**src/rtl/fp_normalize_round.sv**
```systemverilog
// Post-add normalizer and round-to-nearest-even stage for the FP adder datapath.
// Stage 1 normalizes (carry right-shift or leading-zero left-shift); stage 2 rounds and flags.
module fp_normalize_round #(
  parameter int n   = 23,
  parameter int exp = 8
) (
  input  logic           clk,
  input  logic           rst_n,
  input  logic           in_valid,
  output logic           in_ready,
  input  logic [n+1:0]   in_sum,
  input  logic [exp-1:0] in_exp,
  input  logic           in_sign,
  input  logic           in_r,
  input  logic           in_s,
  output logic           out_valid,
  input  logic           out_ready,
  output logic [n-1:0]   out_mant,
  output logic [exp-1:0] out_exp,
  output logic           out_sign,
  output logic           out_zero,
  output logic           out_ovf,
  output logic           out_unf
);

  localparam int LW = $clog2(n + 2);
  localparam logic [exp:0] EMAX = {1'b0, {exp{1'b1}}};

  // Handshake: a beat moves on valid & ready; a stage loads when the next stage
  // is empty or draining this cycle, so the pipe streams one beat per cycle.
  logic           s1_valid;
  logic [n:0]     s1_mant;
  logic           s1_r;
  logic           s1_s;
  logic           s1_sign;
  logic           s1_zero;
  logic           s1_unf;
  logic [exp:0]   s1_e;
  logic           s1_advance;

  assign s1_advance = s1_valid & (~out_valid | out_ready);
  assign in_ready   = rst_n & (~s1_valid | s1_advance);

  logic [LW-1:0]  lzc;
  logic [n+1:0]   shifted;
  logic [exp:0]   lzc_x;
  logic [exp:0]   exp_x;
  logic [n:0]     n_mant;
  logic           n_r;
  logic           n_s;
  logic           n_zero;
  logic           n_unf;
  logic [exp:0]   n_e;

  always_comb begin
    lzc = LW'(n + 1);
    for (int i = 0; i <= n; i++) begin
      if (in_sum[i]) lzc = LW'(n - i);
    end
    shifted = {in_sum[n:0], in_r} << lzc;
    lzc_x   = (exp + 1)'(lzc);
    exp_x   = {1'b0, in_exp};
    n_zero  = (in_sum == '0) & ~in_r & ~in_s;
    if (in_sum[n+1]) begin
      n_mant = in_sum[n+1:1];
      n_r    = in_sum[0];
      n_s    = in_r | in_s;
      n_e    = exp_x + (exp + 1)'(1);
      n_unf  = 1'b0;
    end else begin
      n_mant = shifted[n+1:1];
      n_r    = shifted[0];
      // Sticky only survives a shift of at most one place.
      n_s    = (lzc <= LW'(1)) ? in_s : 1'b0;
      n_e    = exp_x - lzc_x;
      n_unf  = ~n_zero & (lzc_x >= exp_x);
    end
    if (n_zero) n_e = '0;
  end

  always_ff @(posedge clk or negedge rst_n) begin
    if (!rst_n) begin
      s1_valid <= 1'b0;
      s1_mant  <= '0;
      s1_r     <= 1'b0;
      s1_s     <= 1'b0;
      s1_sign  <= 1'b0;
      s1_zero  <= 1'b0;
      s1_unf   <= 1'b0;
      s1_e     <= '0;
    end else if (~s1_valid | s1_advance) begin
      s1_valid <= in_valid;
      if (in_valid) begin
        s1_mant <= n_mant;
        s1_r    <= n_r;
        s1_s    <= n_s;
        s1_sign <= in_sign;
        s1_zero <= n_zero;
        s1_unf  <= n_unf;
        s1_e    <= n_e;
      end
    end
  end

  logic           up;
  logic [n+1:0]   mant2;
  logic [exp:0]   e2;
  logic           r_ovf;

  always_comb begin
    up    = s1_r & (s1_s | s1_mant[0]);
    mant2 = {1'b0, s1_mant} + {{(n + 1){1'b0}}, up};
    // A rounding carry leaves mant2 = 1.000..0, so the fraction bits are already zero.
    e2    = s1_e + {{exp{1'b0}}, mant2[n+1]};
    r_ovf = (e2 >= EMAX);
  end

  always_ff @(posedge clk or negedge rst_n) begin
    if (!rst_n) begin
      out_valid <= 1'b0;
      out_mant  <= '0;
      out_exp   <= '0;
      out_sign  <= 1'b0;
      out_zero  <= 1'b0;
      out_ovf   <= 1'b0;
      out_unf   <= 1'b0;
    end else begin
      if (~out_valid | out_ready) out_valid <= s1_valid;
      if (s1_advance) begin
        out_sign <= s1_sign;
        out_zero <= s1_zero | s1_unf;
        out_unf  <= s1_unf;
        out_ovf  <= ~s1_zero & ~s1_unf & r_ovf;
        if (s1_zero | s1_unf) begin
          out_exp  <= '0;
          out_mant <= '0;
        end else if (r_ovf) begin
          out_exp  <= '1;
          out_mant <= '0;
        end else begin
          out_exp  <= e2[exp-1:0];
          out_mant <= mant2[n-1:0];
        end
      end
    end
  end

endmodule
```
**config.mk**
```make
export PLATFORM = sky130hd
export DESIGN_NAME = fp_normalize_round
export DESIGN_NICKNAME = d
export VERILOG_FILES = /design/src/rtl/fp_normalize_round.sv
export SDC_FILE = /design/constraint.sdc
export NUM_CORES = 1
export LEC_CHECK = 0
export ABC_AREA = 1
export BUFFER_PORTS_ARGS = -buffer_cell sky130_fd_sc_hd__buf_2
export CORE_UTILIZATION = 55
export CTS_CLUSTER_SIZE = 25
export DETAILED_ROUTE_END_ITERATION = 8
export PLACE_DENSITY = 0.77
export SKIP_CTS_REPAIR_TIMING = 1
export SLEW_MARGIN = 10
export SYNTH_ARGS = -nofsm -noshare
export SYNTH_HDL_FRONTEND = slang
export SYNTH_SLANG_ARGS = --single-unit
```
**constraint.sdc**
```tcl
create_clock -name clk -period 9.5 [get_ports clk]
set_input_delay 0.475 -clock clk [delete_from_list [all_inputs] [get_ports clk]]
set_output_delay 0.475 -clock clk [all_outputs]
set_load 0.005 [all_outputs]
```
[After elaboration in Yosys (flattened, before gate mapping)]
Index checks and enable logic that the tools add are counted.
Operators by class
  multiplexer cells: 35
  order comparisons: 3
  shift-type cells: 1
  bitwise logic cells: 20
  reduce and logical (&&, ||, !) cells: 2
  add/sub/neg operators: 4
Operators by type and width (count)
  2-to-1 mux 5 bit: 21
  2-to-1 mux 23 bit: 2
  adder 24 x 1 -> 25 bit: 1
  logical NOT 25 bit: 1
  << shifter 25 x 5 -> 25 bit: 1
  2-to-1 mux 24 bit: 1
  2-to-1 mux 9 bit: 2
  2-to-1 mux 8 bit: 2
  2-to-1 mux 4 bit: 3
  adder 8 x 1 -> 9 bit (second input constant): 1
  adder 9 x 1 -> 9 bit: 1
  >= comparator 9 x 8 -> 1 bit (second input constant): 1
  subtractor 8 x 5 -> 9 bit: 1
  AND 1 bit: 8
  >= comparator 5 x 8 -> 1 bit: 1
  inverter 1 bit: 7
  less-or-equal comparator 5 x 1 -> 1 bit (second input constant): 1
  bitwise OR 1 bit: 5
  2-to-1 mux 1 bit: 4
  AND reduction 2 bit: 1
Storage, ports and cells
  input port bits: 40
  output and inout bits: 37
  bits in registers: 75
  logic and storage cells: 80

[Longest topological paths before layout]
Gate-level depths: netlist of the first run.
  depth in word-level cells: 27
  gate-level depth with buffers: 37

[Least setup slack after synthesis of the first run]
No wires, ideal clock.
  kind: flip-flop to flip-flop
  start: register s1_mant[0]
  end: register out_mant[20]
  period minus slack after synthesis: 4327 ps
  slack: 5173 ps
  setup time: 83 ps
  required time: 9417 ps
  stages on the path, launching flop included: 36
  arrival: 4244 ps
  cell sequence: dfrtp_1 o21a_1 ha_1 ha_1 nand2_1 nor2_2 inv_2 nor4_2 nand2_1 nor2_1 inv_2 nor2_2 inv_2 nor2_2 nand2_1 nor2_2 nand2_1 nor3_1 inv_1 nor2_2 nand2_1 nor2_2 nand2_1 nor2_1 ha_1 ha_1 nand2_1 nor3_1 xnor2_1 nor2_1 a31oi_1 inv_1 nor2_1 clkbuf_1 nand2_1 o21ai_0
Between the ends
  cells in the longest elaborated chain, start to end: 7
Ends and longest elaborated chain
  start: declaration: RTL line 32  | logic [n:0] s1_mant;
  start signal: assignment: RTL line 94  | s1_mant <= n_mant;
  bitwise OR 1 bit: RTL line 111  | up = s1_r & (s1_s | s1_mant[0]);
  AND 1 bit: RTL line 111
  adder 24 x 1 -> 25 bit (*): RTL line 112  | mant2 = {1'b0, s1_mant} + {{(n + 1){1'b0}}, up};
  adder 9 x 1 -> 9 bit: RTL line 114  | e2 = s1_e + {{exp{1'b0}}, mant2[n+1]};
  >= comparator 9 x 8 -> 1 bit: RTL line 115  | r_ovf = (e2 >= EMAX);
  2-to-1 mux 23 bit (*): RTL line 137  | end else if (r_ovf) begin
  2-to-1 mux 23 bit (*): RTL line 134  | if (s1_zero | s1_unf) begin
  end signal: assignment: RTL line 142  | out_mant <= mant2[n-1:0];
  end: declaration: RTL line 18  | output logic [n-1:0] out_mant,
Every way passes the cells marked *; elsewhere a longest branch is shown, timed or not.
A chain may end at the register's enable or synchronous reset.

[Worst setup path after layout of the first run]
  start: register s1_mant[0]
  end: register out_mant[15]
The elaborated chain is that of the path after synthesis.

==> run_results.csv, run 1 <==
group,metric,value,unit
grt,grt_pass1_wl,25.0,mm
sta,fmax,203,MHz
setup_path,critical-path-max-stage-delay,0.38,ns
sta,setup_viol_count_final,0,
yosys,ys_dominant_reg_cell,"dfrtp_1",
floorplan,die_area,10300,um^2
floorplan,start_util,56.4,%
floorplan,fp.dieH,102,um
yosys,yosysWarningCount,0,
grt,grtUsageTotal,31.1,%
grt,grt-ovfl-total,0,
floorplan,num_rows,36,
sta,timing_max_transition_violations_final,0,
status,status,"complete, no violations",
yosys,yosys_register_bits,75,
detailed_routing,num_vias,5745,
floorplan,core,9680,um^2
sta,fin_setup_tns,0,ns
yosys,yosysTopAreaCell,"dfrtp_1",
yosys,yosysMostFrequentCell,"nand2_1",
clock_network,cts_root_buf,"clkbuf_8",
sta,skew,0.00729,ns
yosys,synth.cell_area,5460,um^2
placement,portBuffers,76,
layout,layout-drive-gt1-share,14.6,%
job,cap_violations,0,
yosys,synth_fp_nets,873,
clock_network,clock_latency,0.35,ns
layout,fillCellCount,887,
detailed_routing,wl_per_cell,15.0,um
clock_network,cts_max_path_buffers,2,
detailed_routing,post_drt_via_cell_ratio,5.65,
layout,nNetsFinal,930,
detailed_routing,first_pass_iters,5,
clock_network,cts-htree-levels,3,
sta,period_minus_slack,4.93,ns
detailed_routing,drcViolationCount,0,
setup_path,cp-end-kind,"flip-flop",
power_and_ir_drop,comb_power_share,30.0,%
floorplan,io_pins,77,
detailed_routing,ant_nets,0,
layout,antennaDiodeCount,0,
placement,place_congestion,0.948,
yosys,yosysUniqueCellTypes,38,
yosys,ys_async_sr_fraction,100,%
sta,grt_setup_unrepaired,"false",
floorplan,dieWidth,102,um
power_and_ir_drop,pwr-share-seq,41.5,%
sta,worstMarginPinSlew,1.16,ns
sta,setup_ws,4.57,ns
grt,grt_antenna_before_repair,0,
power_and_ir_drop,p_leak,3.20,nW
yosys,synthTopCellsByArea,"dfrtp_1 34%, nand2_1 15%, nand3_1 12%, inv_1 5.8%, nor2_1 5.4%",
power_and_ir_drop,swShare,33.4,%
detailed_routing,drt-total-wl,15.3,mm
clock_network,cts_tree,"yes",
setup_path,crit_slowest_cell,"dfrtp_1",
clock_network,clock-sinks,75,
sta,fin_crit_sh,51.9,%
setup_path,crit_path_frequent_cell,"nand2_1",
power_and_ir_drop,peakVddDrop,0.0920,mV
power_and_ir_drop,power.density,176,nW/um^2
power_and_ir_drop,p_int,0.720,mW
detailed_routing,drt_iter0_drc,515,
yosys,synth_seq_area_share,34.4,%
yosys,synth_common_cells,"214 x nand2_1, 127 x nand3_1, 84 x inv_1, 78 x nor2_1, 75 x dfrtp_1",
yosys,syn_avg_cell_area,6.65,um^2
power_and_ir_drop,p_clk_share,28.5,%
setup_path,startpoint_type,"flip-flop",
placement,place_ws,4.57,ns
setup_path,worstPathRequired,9.76,ns
setup_path,cp_max_fo,15,
power_and_ir_drop,p_total,1.08,mW
yosys,postSynthCellCount,822,
setup_path,arrival,5.19,ns
power_and_ir_drop,p_sw,0.362,mW
sta,maxSlewHeadroom,22.6,%
sta,hold_violations,0,
placement,dp_hpwl,11.5,mm
clock_network,cts_inserted_buffers,9,
clock_network,clk_pin_slew,0.08,ns
grt,grt_pass1_vias,5128,
yosys,synth_edf_count,0,
setup_path,critPathKind,"flip-flop to flip-flop",
layout,area_growth,12.5,%
yosys,synth_top_area_share,34.4,%
grt,grt_start_max_net_pins,77,
min_path,worst_hold_path_type,"input pin to asynchronous set/reset pin",
==> final timing paths <==
path | start | to | slack [ns] | depth (start not counted)
max reg2reg | s1_mant[0] | out_mant[15] | 4.57 | 35
max in group asynchronous | rst_n | s1_mant[2] | 8.66 | 1
max | s1_mant[0] | out_mant[15] | 4.57 | 35
min reg2reg | out_sign | out_sign | 0.48 | 2
min | rst_n | s1_e[5] | 0.25 | 1
min in group clk | in_sign | s1_sign | 0.34 | 3
==> cell families (layout without fill, tap and decap cells) <==
family          after synthesis  in the layout  synth area share (%)
compound gates              136            136                  15.0
xor+xnor                     13             13                  2.08
fa+ha+maj                    11             11                  2.66
buf+inv                     132            194                  9.64
flops                        75             75                  34.4
simple gates                455            455                  36.2
==> routing by layer <==
layer	GRT usage (%)	wire length (um)	vias up	share of wire, %
met4	12.2	231	0	1.5
li1	-	-	2848	-
met1	46.2	7420	2640	49
met3	2.55	1020	18	6.7
met5	0	0	-	0
met2	46.9	6610	239	43
==> cells in the final DEF, fill, tap and decap left out, types with 12 or more instances in the layout <==
| cell | synthesis | routed |
|---|---|---|
| nand2_1 | 214 | 214 |
| nand3_1 | 127 | 127 |
| nor2_1 | 78 | 78 |
| dfrtp_1 | 75 | 75 |
| inv_1 | 84 | 84 |
| inv_2 | 13 | 13 |
| a21oi_1 | 45 | 45 |
| clkbuf_8 | 0 | 12 |
| o21ai_0 | 41 | 41 |
| buf_2 | 4 | 75 |
==> power by group through the flow <==
stage	registers, mW	logic (mW)	clock network (mW)
finish	0.449	0.325	0.308
global route	0.459	0.370	0.323
detailed placement	0.453	0.321	0
CTS	0.448	0.323	0.310
global placement	0.449	0.314	0
floorplan	0.449	0.202	0
==> worst max-delay path: cells and delay by family, from the launching register on <==
family	cells	cell delay [ns]
AO/OA/AOI/OAI	3	0.57
AND/OR/NAND/NOR	20	2.37
adder cells (fa/ha/maj)	4	0.64
XOR/XNOR	1	0.18
buffers and inverters	7	0.68
flip-flops	1	0.38
==> area by class of cell <==
cell class	count	area [um^2]	share of cell area [%]
Multi-Input combinational cell	615	3060	49.8
Sequential cell	75	1880	30.5
Timing Repair Buffer	80	413	6.72
Inverter	98	368	5.99
Tap cell	133	166	2.71
Clock buffer	12	165	2.69
Clock inverter	4	95.1	1.55
==> sequential cells by signal, summed over array words and instances, names as in the netlist <==
register	flops
s1_zero	1
s1_e	9
out_mant	23
out_unf	1
s1_valid	1
out_sign	1
out_zero	1
s1_unf	1
out_ovf	1
s1_s	1
s1_mant	24
s1_r	1
out_valid	1
out_exp	8
s1_sign	1
==> stage by stage <==
step / util (%) / cell area [um^2] / hold WS [ns] / cells
after floorplan: - / 5460 / 0.179 / 822
after global placement: 60.7 / 5880 / 0.457 / 1001
after detailed placement: 60.7 / 5880 / 0.468 / 1001
after CTS: 63.4 / 6140 / 0.284 / 1017
after global routing: 63.4 / 6140 / 0.343 / 1017
final: 63.4 / 6140 / 0.255 / 1017
Power figures use the tool's default switching activity.
==> run 2, diff against run 1 <==
- clock period: 9.5 -> 5.05 ns (I/O delays scaled with it)
==> run 2 against run 1 <==
Via count is 1.5% higher. Register-to-register slack worse by 4.3 ns. Critical path depth stayed put. Sequential power is 89% higher. Critical path type unchanged. Worst setup slack worse by 4.3 ns. Fmax is 2.9% higher. First-iteration DRC count is 23% lower. Clock skew is 0.0024 ns higher. Non-clock buffer count is 7 higher. Sequential share of layout area is 0.65 points lower.
==> run_results.csv, run 2 (synthesis gave the netlist of run 1 again) <==
group,metric,value,unit
status,status,"complete, no violations",
layout,final_cell_mix,"208 x nand2_1, 127 x nand3_1, 82 x inv_1",
detailed_routing,first_pass_iters,7,
placement,place_congestion,0.969,
detailed_routing,ant_nets,0,
placement,place_inst,1003,
floorplan,io_pins,77,
grt,grt_start_max_net_pins,77,
layout,nNetsFinal,937,
sta,skew,0.00968,ns
setup_path,arrival,5.07,ns
sta,worstMarginPinSlew,1.17,ns
grt,grtUsageTotal,31.1,%
sta,maxSlewHeadroom,21.7,%
sta,grt_setup_unrepaired,"true",
clock_network,clock-sinks,75,
detailed_routing,num_vias,5829,
clock_network,cts_inserted_buffers,9,
clock_network,cts-htree-levels,3,
grt,grtUsageMet1,43.5,%
power_and_ir_drop,p_total,2.01,mW
clock_network,cts_max_path_buffers,2,
setup_path,startpoint_type,"flip-flop",
layout,largest_register_ffs,24,
sta,period_minus_slack,4.79,ns
placement,portBuffers,76,
detailed_routing,drt_iter0_drc,397,
grt,busiest_layer,"met2",
layout,reg.largest.list,"s1_mant (24), out_mant (23), s1_e (9)",
setup_path,worstPathRequired,5.33,ns
setup_path,reg2reg_slack,0.26,ns
setup_path,critPathKind,"flip-flop to flip-flop",
grt,met3_usage,5.04,%
min_path,worst_hold_path_type,"input pin to asynchronous set/reset pin",
grt,grt_pass1_vias,5346,
setup_path,cp_top_family,"simple AND/OR/NAND/NOR gates",
floorplan,die_area,10300,um^2
detailed_routing,drt-total-wl,15.5,mm
placement,dp_hpwl,11.4,mm
sta,timing_max_transition_violations_final,0,
detailed_routing,wl_per_cell,15.1,um
job,cap_violations,0,
power_and_ir_drop,p_leak,3.23,nW
setup_path,cp-end-kind,"flip-flop",
grt,grt-ovfl-total,0,
power_and_ir_drop,power.density,320,nW/um^2
setup_path,cp_max_fo,6,
power_and_ir_drop,peakVddDrop,0.196,mV
layout,layoutNonFillerInstCount,1024,
detailed_routing,drcViolationCount,0,
sta,setup_viol_count_final,0,
clock_network,cts_tree,"yes",
setup_path,crit_slowest_cell,"dfrtp_1",
clock_network,cts_root_buf,"clkbuf_8",
setup_path,critical-path-max-stage-delay,0.39,ns
clock_network,clk_pin_slew,0.07,ns
sta,fmax,209,MHz
floorplan,num_rows,36,
detailed_routing,post_drt_via_cell_ratio,5.69,
layout,antennaDiodeCount,0,
grt,grt_pass1_wl,25.1,mm
sta,hold_violations,0,
layout,area_growth,14.9,%
sta,fin_crit_sh,94.8,%
setup_path,crit_path_frequent_cell,"nor2_4",
layout,layout-drive-gt1-share,17.4,%
floorplan,dieWidth,102,um
placement,placed_area,5900,um^2
setup_path,path_buf_inv,6,
grt,grt_antenna_before_repair,0,
layout,final_common_cell,"nand2_1",
layout,design_area,6280,um^2
floorplan,start_util,56.4,%
floorplan,core,9680,um^2
sta,timing.hold.ws,0.00734,ns
grt,use_met2,47.2,%
floorplan,fp.dieH,102,um
sta,fin_setup_tns,0,ns
layout,max_flop_register,"s1_mant",
clock_network,clock_latency,0.36,ns
-- run 2: cell types whose count changed in the layout (fill, tap and decap cells not counted), sizes merged --
cell    change
buf         +7
bufinv      -1
clkinv      +2
clkbuf      -1
-- run 2: path summary, 6_finish.rpt --
check | startpoint | end | cells past startpoint
max | s1_mant[0] | out_mant[16] | 35
min reg2reg | out_exp[7] | out_exp[7] | 2
max in group asynchronous | rst_n | out_mant[19] | 1
max reg2reg | s1_mant[0] | out_mant[16] | 35
min | rst_n | out_ovf | 1
min in group clk | in_sign | s1_sign | 3
-- run 2: per-layer routing --
layer  part of all wire, %  up-vias
met2                    44      277
li1                      -     2861
met5                     0        -
met1                    44     2646
met3                   8.1       45
met4                   3.4        0
-- run 2: metrics by stage --
step	setup slack, ns	utilization (%)
2_1_floorplan	0.723	-
3_3_place_gp	0.356	60.9
3_5_place_dp	0.151	60.9
4_1_cts	0.149	63.2
5_1_grt	-0.0848	64.8
6_report	0.261	64.8
-- run 2: final cells by class --
| cell class | instances | area [um^2] |
|---|---|---|
| tap | 133 | 166 |
| inverter | 98 | 370 |
| sequential | 75 | 1880 |
| multi-input combinational | 615 | 3160 |
| timing repair buffer | 87 | 473 |
| fill | 904 | 3410 |
| clock buffer | 11 | 151 |
| clock inverter | 5 | 75.1 |
-- run 2: worst reg2reg max path: cells and delay by family, from the launching register on --
family,cells,cell delay [ns]
AND/OR/NAND/NOR,21,2.51
flip-flops,1,0.39
adder cells (fa/ha/maj),4,0.71
XOR/XNOR,1,0.17
AO/OA/AOI/OAI,3,0.42
buffers and inverters,6,0.53
-- run 2: power by group --
group	leakage [nW]	switching, mW	internal [mW]
registers	0.915	0.105	0.744
logic	2.20	0.387	0.256
clock network	0.119	0.212	0.302
total	3.23	0.704	1.30
==> run 3, diff against run 2 <==
- BUFFER_PORTS_ARGS: -buffer_cell sky130_fd_sc_hd__buf_2 -> default
- CELL_PAD_IN_SITES_DETAIL_PLACEMENT: default -> 1
- CELL_PAD_IN_SITES_GLOBAL_PLACEMENT: default -> 1
- CORE_UTILIZATION: 55 -> 46
- DONT_BUFFER_PORTS: default -> 1
- PLACE_DENSITY: 0.77 -> default
- PLACE_DENSITY_LB_ADDON: default -> 0.1
==> run 3 against run 2 <==
The flow now finishes with violations (DRC, setup timing). Non-clock buffer count shrank 57. First-iteration DRC count grew 1.0%. Sequential share of layout area shrank 0.10 points. Die area grew 19%. Final cell count shrank 4.6%. Sequential power grew 5.5%. Register-to-register slack lost 0.57 ns. Clock skew shrank 0.0041 ns. Flip-flop and latch count is the same.
==> run_results.csv, run 3 (synthesis gave the netlist of run 1 again) <==
group,metric,value,unit
placement,placed_area,5550,um^2
setup_path,cp-end-kind,"flip-flop",
setup_path,cp-startpoint,"s1_s",
clock_network,clk_pin_slew,0.06,ns
status,status,"finished, violations left",
detailed_routing,drt_iter0_drc,401,
power_and_ir_drop,power.density,354,nW/um^2
sta,grt_setup_unrepaired,"true",
power_and_ir_drop,p_leak,3.08,nW
layout,antennaDiodeCount,0,
layout,final_util,54.7,%
min_path,worstHoldStart,"in_sign",
sta,setup_ws,-0.312,ns
setup_path,crit_slowest_cell,"dfrtp_1",
placement,dp_hpwl,13.6,mm
sta,timing.hold.ws,0.0527,ns
layout,largest_register_ffs,24,
sta,skew,0.00557,ns
floorplan,fp.dieH,111,um
detailed_routing,ant_nets,0,
sta,worstMarginPinSlew,0.877,ns
detailed_routing,num_vias,5923,
clock_network,cts_tree,"yes",
floorplan,dieWidth,111,um
setup_path,r2r-start,"s1_s",
sta,hold_violations,0,
sta,maxSlewHeadroom,41.0,%
detailed_routing,wl_per_cell,21.1,um
layout,nNetsFinal,880,
sta,setup_viol_count_final,31,
setup_path,critical-path-max-stage-delay,0.38,ns
placement,place_congestion,0.939,
layout,reg.largest.list,"s1_mant (24), out_mant (23), s1_e (9)",
grt,grt-ovfl-total,0,
setup_path,crit_path_frequent_cell,"nor2_4",
layout,fillCellCount,1512,
detailed_routing,post_drt_via_cell_ratio,6.06,
clock_network,cts_inserted_buffers,9,
layout,layout-drive-gt1-share,13.1,%
grt,grt_start_max_net_pins,77,
grt,grtUsageTotal,31.5,%
grt,grt_pass1_vias,6066,
floorplan,core,11500,um^2
grt,grt_pass1_wl,30.9,mm
layout,multi_input_area,3270,um^2
clock_network,cts-htree-levels,3,
floorplan,start_util,47.4,%
sta,period_minus_slack,5.36,ns
sta,fmax,186,MHz
detailed_routing,drcViolationCount,18,
layout,register_area,1880,um^2
clock_network,cts_max_path_buffers,2,
status,violations,"DRC, setup timing",
placement,portBuffers,0,
power_and_ir_drop,peakVddDrop,0.163,mV
detailed_routing,drt-total-wl,20.6,mm
floorplan,die_area,12300,um^2
grt,grt_antenna_before_repair,0,
power_and_ir_drop,p_total,2.23,mW
floorplan,io_pins,77,
layout,final_cell_mix,"206 x nand2_1, 126 x nand3_1, 82 x inv_1",
setup_path,arrival,5.64,ns
layout,area_growth,15.3,%
setup_path,worstPathRequired,5.33,ns
min_path,worst_hold_path_type,"input pin to flip-flop",
floorplan,num_rows,39,
detailed_routing,first_pass_iters,7,
clock_network,clock_latency,0.34,ns
layout,max_flop_register,"s1_mant",
clock_network,clock-sinks,75,
sta,fin_crit_sh,106,%
layout,final_common_cell,"nand2_1",
setup_path,cp_max_fo,7,
placement,place_inst,940,
sta,timing_max_transition_violations_final,0,
clock_network,cts_root_buf,"clkbuf_16",
setup_path,critPathKind,"flip-flop to flip-flop",
setup_path,startpoint_type,"flip-flop",
layout,layoutNonFillerInstCount,977,
layout,design_area,6300,um^2
job,cap_violations,0,
run 3: changes by cell type in the layout (fill, tap and decap cells not counted), moves of 3 or more:
cell,change
ha_4,+3
buf_4,+16
o21ai_0,-4
buf_2,-75
clkinv_2,-3
clkbuf_8,-10
clkbuf_16,+9
o31ai_2,+3
run 3: layout make-up:
cell class | instances | share of cell area [%]
clock buffer | 12 | 3.91
clock inverter | 4 | 1.55
inverter | 98 | 5.92
multi-input combinational | 615 | 51.9
sequential | 75 | 29.8
tap | 143 | 2.84
timing repair buffer | 30 | 4.05
run 3: critical path: cells and delay by family, from the launching register on:
| kind | cells | cell delay, ns |
|---|---|---|
| XOR/XNOR | 1 | 0.16 |
| flip-flops | 1 | 0.38 |
| AO/OA/AOI/OAI | 3 | 0.53 |
| AND/OR/NAND/NOR | 20 | 2.76 |
| buffers and inverters | 7 | 0.68 |
| adder cells (fa/ha/maj) | 4 | 0.77 |
run 3: per-layer routing:
metal / up-vias / global-route usage (%) / share of wire, %
li1: 2743 / - / -
met1: 2901 / 41.1 / 42
met2: 233 / 52.2 / 48
met3: 46 / 5.63 / 6.6
met4: 0 / 11.4 / 3.1
met5: - / 0 / 0
run 3: metrics by stage:
stage | setup slack (ns) | TNS [ns]
global route | -0.624 | -16.92
global placement | 0.426 | 0
finish | -0.312 | -6.97
floorplan | 0.723 | 0
CTS | -0.205 | -2.27
detailed placement | 0.0559 | 0
run 3: worst paths after layout:
check                              end  slack (ns)  depth (start not counted)
setup reg to reg           out_mant[0]       -0.31                         35
hold reg to reg                out_ovf        0.51                          2
min in group asynchronous   out_exp[4]        0.47                          2
hold / removal                 s1_sign        0.05                          2
max in group asynchronous  s1_mant[18]        4.28                          2
setup / recovery           out_mant[0]       -0.31                         35
run 3: power breakdown:
group / total [mW] / switching [mW] / leakage (nW) / internal [mW]
Clock: 0.740 / 0.244 / 0.163 / 0.496
Combinational: 0.592 / 0.381 / 2.00 / 0.211
Sequential: 0.896 / 0.151 / 0.915 / 0.746
Total: 2.23 / 0.776 / 3.08 / 1.45
